### src/rtl/fft8_stream_r2.sv
// fft8_stream_r2: serial-in, natural-order-out 8-point radix-2 DIT FFT.
// One time-shared butterfly; fixed-point twiddles with round-half-up.
module fft8_stream_r2 #(
  parameter int DW  = 16,
  parameter int OW  = DW + 3,
  parameter int TW  = 14,
  parameter int TWC = 11585
) (
  input  logic          clk,
  input  logic          rst_n,
  input  logic          in_valid,
  output logic          in_ready,
  input  logic [DW-1:0] in_data,
  output logic          out_valid,
  input  logic          out_ready,
  output logic [OW-1:0] out_re,
  output logic [OW-1:0] out_im,
  output logic [2:0]    out_idx,
  output logic          busy
);
  localparam int PW = OW + TW + 2;
  localparam logic signed [PW-1:0] TWP  = PW'(TWC);
  localparam logic signed [PW-1:0] HALF = PW'(1) << (TW - 1);

  typedef enum logic [1:0] {LOAD, COMPUTE, UNLOAD} state_e;

  state_e     state_q, state_d;
  logic [2:0] cnt_q, cnt_d;
  logic [3:0] bf_q, bf_d;

  logic signed [OW-1:0] mem_re [8];
  logic signed [OW-1:0] mem_im [8];

  logic                 in_hs;
  logic [1:0]           stg, m, tw;
  logic [2:0]           ia, ib;
  logic signed [OW-1:0] a_re, a_im, b_re, b_im;
  logic signed [OW-1:0] p_re, p_im;
  logic signed [PW-1:0] sum_x, dif_x;
  logic [OW-1:0]        ext;

  function automatic logic signed [OW-1:0] rnd(
    input logic signed [PW-1:0] x
  );
    logic signed [PW-1:0] t;
    t = (x + HALF) >>> TW;
    return t[OW-1:0];
  endfunction

  assign in_hs = in_ready & in_valid;
  assign ext   = {{(OW-DW){in_data[DW-1]}}, in_data};

  // Butterfly addressing: span = 2^stg, j = i mod span
  always_comb begin
    stg = bf_q[3:2];
    m   = bf_q[1:0];
    ia  = 3'd0;
    ib  = 3'd0;
    tw  = 2'd0;
    unique case (stg)
      2'd0: begin
        ia = {m, 1'b0};
        ib = {m, 1'b1};
      end
      2'd1: begin
        ia = {m[1], 1'b0, m[0]};
        ib = {m[1], 1'b1, m[0]};
        tw = {m[0], 1'b0};
      end
      default: begin
        ia = {1'b0, m};
        ib = {1'b1, m};
        tw = m;
      end
    endcase
  end

  always_comb begin
    a_re  = mem_re[ia];
    a_im  = mem_im[ia];
    b_re  = mem_re[ib];
    b_im  = mem_im[ib];
    sum_x = PW'(b_re) + PW'(b_im);
    dif_x = PW'(b_im) - PW'(b_re);
    p_re  = b_re;
    p_im  = b_im;
    unique case (tw)
      2'd1: begin
        p_re = rnd(sum_x * TWP);
        p_im = rnd(dif_x * TWP);
      end
      2'd2: begin
        p_re = b_im;
        p_im = -b_re;
      end
      2'd3: begin
        p_re = rnd(dif_x * TWP);
        p_im = rnd((-sum_x) * TWP);
      end
      default: ;
    endcase
  end

  always_comb begin
    state_d   = state_q;
    cnt_d     = cnt_q;
    bf_d      = bf_q;
    in_ready  = 1'b0;
    out_valid = 1'b0;
    busy      = 1'b1;
    out_idx   = 3'd0;
    out_re    = '0;
    out_im    = '0;
    unique case (state_q)
      LOAD: begin
        in_ready = 1'b1;
        busy     = 1'b0;
        if (in_valid) begin
          cnt_d = cnt_q + 3'd1;
          if (cnt_q == 3'd7) state_d = COMPUTE;
        end
      end
      COMPUTE: begin
        bf_d = bf_q + 4'd1;
        if (bf_q == 4'd11) begin
          bf_d    = 4'd0;
          state_d = UNLOAD;
        end
      end
      UNLOAD: begin
        out_valid = 1'b1;
        out_idx   = cnt_q;
        out_re    = mem_re[cnt_q];
        out_im    = mem_im[cnt_q];
        if (out_ready) begin
          cnt_d = cnt_q + 3'd1;
          if (cnt_q == 3'd7) state_d = LOAD;
        end
      end
      default: state_d = LOAD;
    endcase
  end

  always_ff @(posedge clk or negedge rst_n) begin
    if (!rst_n) begin
      state_q <= LOAD;
      cnt_q   <= 3'd0;
      bf_q    <= 4'd0;
    end else begin
      state_q <= state_d;
      cnt_q   <= cnt_d;
      bf_q    <= bf_d;
    end
  end

  // Samples land bit-reversed so the in-place result is in natural order
  always_ff @(posedge clk) begin
    if (in_hs) begin
      mem_re[{cnt_q[0], cnt_q[1], cnt_q[2]}] <= ext;
      mem_im[{cnt_q[0], cnt_q[1], cnt_q[2]}] <= '0;
    end else if (state_q == COMPUTE) begin
      mem_re[ia] <= a_re + p_re;
      mem_im[ia] <= a_im + p_im;
      mem_re[ib] <= a_re - p_re;
      mem_im[ib] <= a_im - p_im;
    end
  end

endmodule

### config.mk
export PLATFORM = sky130hd
export DESIGN_NAME = fft8_stream_r2
export DESIGN_NICKNAME = d
export VERILOG_FILES = /design/src/rtl/fft8_stream_r2.sv
export SDC_FILE = /design/constraint.sdc
export NUM_CORES = 2
export LEC_CHECK = 0
export BUFFER_PORTS_ARGS = -buffer_cell sky130_fd_sc_hd__buf_4
export CORE_MARGIN = 3
export CORE_UTILIZATION = 40
export DETAILED_ROUTE_END_ITERATION = 12
export MAX_ROUTING_LAYER = met4
export SLEW_MARGIN = 25
export SYNTH_ARGS = -nofsm -noshare
export SYNTH_HDL_FRONTEND = slang
export SYNTH_SLANG_ARGS = --single-unit
### constraint.sdc
create_clock -name clk -period 12.25 [get_ports clk]
set_input_delay 1.8375 -clock clk [delete_from_list [all_inputs] [get_ports clk]]
set_output_delay 1.8375 -clock clk [all_outputs]
set_load 0.02 [all_outputs]
* Yosys cells after proc, flatten, opt, wreduce, memory -nomap -nowiden
Memory sizes are Yosys's and may differ from the RTL's. Index checks and enable logic that the tools add are counted.
Cells by class: divide/modulo/power cells 0, shifts and indexed selects 0, multipliers 3, multiplexer cells 32, reductions and logical operators 7, bitwise operators 1, equality and inequality tests 13, $add $sub $neg 13, order comparisons 0
Operators by type and width (count):
- 19-bit one-hot mux with 3 select lines | 2
- 33-bit by 15-bit adder with 33-bit output, second input constant | 3
- 19-bit two-way mux | 4
- 20-bit by 15-bit multiplier with 33-bit output, second input constant | 2
- 19-bit adder | 2
- 19-bit OR reduction | 2
- 19-bit subtractor | 2
- 35-bit by 15-bit multiplier with 33-bit output, second input constant | 1
- 20-bit negator with 35-bit output | 1
- 19-bit by 19-bit adder with 20-bit output | 1
- 19-bit by 19-bit subtractor with 20-bit output | 1
- 19-bit negator | 1
- 3-bit one-hot mux with 2 select lines | 3
- 3-bit two-way mux | 5
- 1-bit two-way mux | 10
- 2-bit two-way mux | 5
- 2-bit != test, second input constant | 5
- 2-bit by 1-bit == test with 1-bit output, second input constant | 3
- 2-bit == test, second input constant | 3
- 2-bit one-hot mux with 3 select lines | 1
- 5-bit AND reduction | 1
- 4-bit by 1-bit adder with 4-bit output, second input constant | 1
- 4-bit == test, second input constant | 1
- 2-bit zero test | 2
- other kinds (7) | 7
Storage, ports and cells: bits of input ports 20, ROM bits 0, RAM bits 304, logic and storage cells 74, bits in latches 0, bits in registers 9, memories 2
Memory list:
- mem_im | depth 8, width 19, read ports 3, clocked after memory_dff 0, write ports 2, RTL line 32 | logic signed [OW-1:0] mem_im [8];
- mem_re | depth 8, width 19, read ports 3, clocked after memory_dff 0, write ports 2, RTL line 31 | logic signed [OW-1:0] mem_re [8];

* Longest topological paths before layout
An unclocked memory read counts as a cell.
depth after elaboration 10, mapped depth 62

* Least setup slack after synthesis
No wires, ideal clock.
path kind reg2reg, start register bf_q[0], end memory mem_im[2][17] in the netlist's numbering, data pin, clock period less this slack 12610 ps, slack -360 ps, arrival time 12338 ps, cell stages (with the launch flop) 57, setup time 272 ps, buffers on the path 9, cell sequence dfrtp_1 buf_2 buf_4 nor2_4 buf_2 buf_2 clkbuf_1 clkbuf_1 nand2_1 nand3_1 o2111ai_1 inv_1 ha_1 inv_1 fa_1 nand2b_1 a21oi_1 o31a_1 (+21 left out) ha_1 ha_1 o211a_1 a22oi_1 o31ai_4 o21ai_0 nor2b_1 o21a_1 or3_1 a31oi_1 ha_1 clkbuf_1 or3_1 nor4_1 o31ai_1 clkbuf_1 a221oi_1 a21oi_1
RTL lines:
- from (decl) | RTL line 29 | logic [3:0] bf_q, bf_d;
- from (signal assigned) | RTL line 148 | bf_q <= 4'd0;
- from (signal assigned) | RTL line 152 | bf_q <= bf_d;
- to (decl) | RTL line 32

==> results.yml <==
synth:
  async_flop_share: 0.0288
  synth_cell_type_count: 92
  syn_nets: 5057
  yosysSeqAreaShare: 0.233
  synth_edf_count: 304
  syn-cell-area_um2: 40100
  synth_warnings: 0
  synth-seq-cells: 313
  syn_area_per_cell_um2: 9.43
  synth_ff_type: "edfxtp_1"
  synth_cells: 4249
floorplanning:
  coreArea_um2: 98900
  die_w_um: 323
  die_h_um: 323
  start_util: 0.405
  io_pins: 64
  die_area_um2: 104000
  row_count: 115
detailed_routing:
  drt-wirelength-per-cell_um: 23.8
  firstDrtPassIters: 6
  vias: 34090
  drtIter0Drc: 3043
  drc_errors: 0
  ant_nets: 0
  wl_um: 142000
  viasPerCell: 5.72
clock_tree:
  htree_levels: 2
  clkSinkCount: 313
  cts_hold_buf: 0
  path_clk_slew_ps: 60
  root_buffer: "clkbuf_16"
  cts_made_buffers: 35
  cts_buffer_depth: 3
  clk_latency_ps: 540
  cts_tree: "built"
sta:
  tns_ps: 0
  worstMarginPinSlew_ps: 1010
  skew_ps: 24.8
  finalSetupViolCount: 0
  rsz0062_at_grt: "yes"
  slew_headroom: 0.327
  period_minus_slack_ps: 11820
  period_share: 0.965
  fmax_mhz: 84.6
  hold_violations: 0
  maxSlewViolCount: 0
  timing.final.ws_setup_ps: 431
finish:
  fin_util: 0.478
  n_fill_cell: 9312
  nets: 5449
  syn_to_final_growth_pct: 17.8
  final_layout_size_suffix_gt1_frac: 0.209
critical_path:
  path_class: "register to register"
  cp-end-kind: "register"
  path_depth: 44
  crit_path_top_delay_cell: "a221oi_1"
  r2r-start: "bf_q[3]$_DFFE_PN0N_"
  crit_family: "compound AO/OA/AOI/OAI gates"
  crit_top_cell: "inv_1"
  r2r_setup_slack_ps: 430
  cp.required_ps: 12500
  worstSetupEndpoint: "mem_re[1][18]$_DFFE_PP_"
  cpPeakStageDelay_ps: 710
  crit_arrival_ps: 12070
  startpoint_type: "register"
  critPathMaxFanout: 11
  path_buf_inv: 12
  rr_worst_depth: 44
  startpoint: "bf_q[3]$_DFFE_PN0N_"
  rr_endpoint: "mem_re[1][18]$_DFFE_PP_"
placed_design:
  numPortBuffers: 63
  dpl_worst_slack_ps: -482
  place_hpwl_um: 105000
  gp_congestion: 1.01
grt:
  grt_usage: 0.277
  grt_antenna_before_repair: 2
  grt_first_pass_wirelength_um: 210000
  grt_pass1_vias: 33661
  gr-total-overflow: 0
  grt_max_degree: 53
run:
  cap_violations: 0
run_status:
  status: "finished, final reports clean"
hold_path:
  hold_class: "register to register"
## cells by family after synthesis
| group | Yosys count | share of synthesized area |
|---|---|---|
| AND/OR/NAND/NOR | 1101 | 0.124 |
| multiplexers | 233 | 0.107 |
| buffers and inverters | 826 | 0.0784 |
| adder cells (fa/ha/maj) | 788 | 0.290 |
| XOR/XNOR | 199 | 0.0443 |
| flip-flops | 313 | 0.233 |
| AO/OA/AOI/OAI | 789 | 0.123 |
## flip-flops by register name, indices dropped and copies added (netlist names)
| register | count |
|---|---|
| bf_q | 4 |
| cnt_q | 3 |
| state_q | 2 |
| mem_im | 152 |
| mem_re | 152 |
## routing by layer
| metal | GRT usage | vias up | share of wire |
|---|---|---|---|
| met3 | 0.0356 | 361 | 0.091 |
| met5 | - | - | 0 |
| met1 | 0.358 | 16502 | 0.40 |
| met2 | 0.440 | 1718 | 0.46 |
| met4 | 0.114 | 0 | 0.053 |
| li1 | - | 15509 | - |
## worst reg2reg max path: cells and delay by family, from the launching register on
family | cells | cell delay [ps]
buffers and inverters | 12 | 1960
and+or+nand+nor | 6 | 970
AOI/OAI and AO/OA | 16 | 4060
adders and majority gates | 9 | 3920
DFF | 1 | 480
xor gates and xnor gates | 1 | 160
## stage by stage
stage	instance area, um2	instances	hold slack [ps]
4_1_cts	46300	5921	573
2_1_floorplan	40100	4249	580
3_3_place_gp	45100	5858	556
3_5_place_dp	45100	5858	560
6_report	47200	5955	572
5_1_grt	47200	5955	625
## layout by cell type, fill, tap and decap left out, types with 42 or more instances in the layout
cell type | Yosys | routed
edfxtp_1 | 304 | 304
nand3_1 | 106 | 104
xnor2_1 | 139 | 130
inv_1 | 612 | 606
fa_1 | 236 | 235
xor2_1 | 57 | 55
mux2i_1 | 43 | 42
o21ai_0 | 186 | 169
nand2_1 | 426 | 424
nor2_1 | 305 | 293
mux4_2 | 152 | 152
ha_1 | 552 | 541
buf_4 | 5 | 547
nor3_1 | 53 | 51
a21oi_1 | 288 | 268
## repair_timing
action	in CTS	in global routing
setup endpoints to repair	49	143
cloned	0	3
hold endpoints to repair	0	0
pin swaps	5	33
setup buffers	2	27
resized for setup	17	133
## synth_stat cells, types with 39 or more instances
cell        n  share of area
nand3_1   106          0.013
xnor2_1   139          0.030
mux4_2    152          0.085
nand2_1   426          0.040
fa_1      236           0.12
mux2i_1    43          0.011
clkbuf_1  159          0.015
edfxtp_1  304           0.23
a21oi_1   288          0.036
nor2b_1    39         0.0061
ha_1      552           0.17
nor2_1    305          0.029
xor2_1     57          0.012
o21ai_0   186          0.023
nor3_1     53         0.0066
inv_1     612          0.057
## cell type report
cell class	instances	area, um2	area share
Multi-Input combinational cell	3111	28400	0.602
Tap cell	1287	1610	0.0341
Inverter	615	2310	0.0489
Timing Repair Buffer	565	4420	0.0935
Antenna cell	3	7.51	0.000159
Clock inverter	15	135	0.00286
Clock buffer	46	937	0.0198
Sequential cell	313	9370	0.198
## worst min-delay path by stage
stage / start / end / slack (ps) / depth (start not counted)
6_report: cnt_q[2]$_DFFE_PN0P_ / cnt_q[2]$_DFFE_PN0P_ / 570 / 2
5_1_grt: cnt_q[2]$_DFFE_PN0P_ / cnt_q[2]$_DFFE_PN0P_ / 620 / 2
4_1_cts: cnt_q[2]$_DFFE_PN0P_ / cnt_q[2]$_DFFE_PN0P_ / 570 / 2
3_5_place_dp: cnt_q[2]$_DFFE_PN0P_ / cnt_q[2]$_DFFE_PN0P_ / 560 / 2
3_3_place_gp: cnt_q[2]$_DFFE_PN0P_ / cnt_q[2]$_DFFE_PN0P_ / 560 / 2
2_1_floorplan: bf_q[1]$_DFFE_PN0N_ / bf_q[1]$_DFFE_PN0N_ / 580 / 3
Power is not shown: default switching activity piles up to over one toggle a cycle in this logic, so the estimate is an artifact.
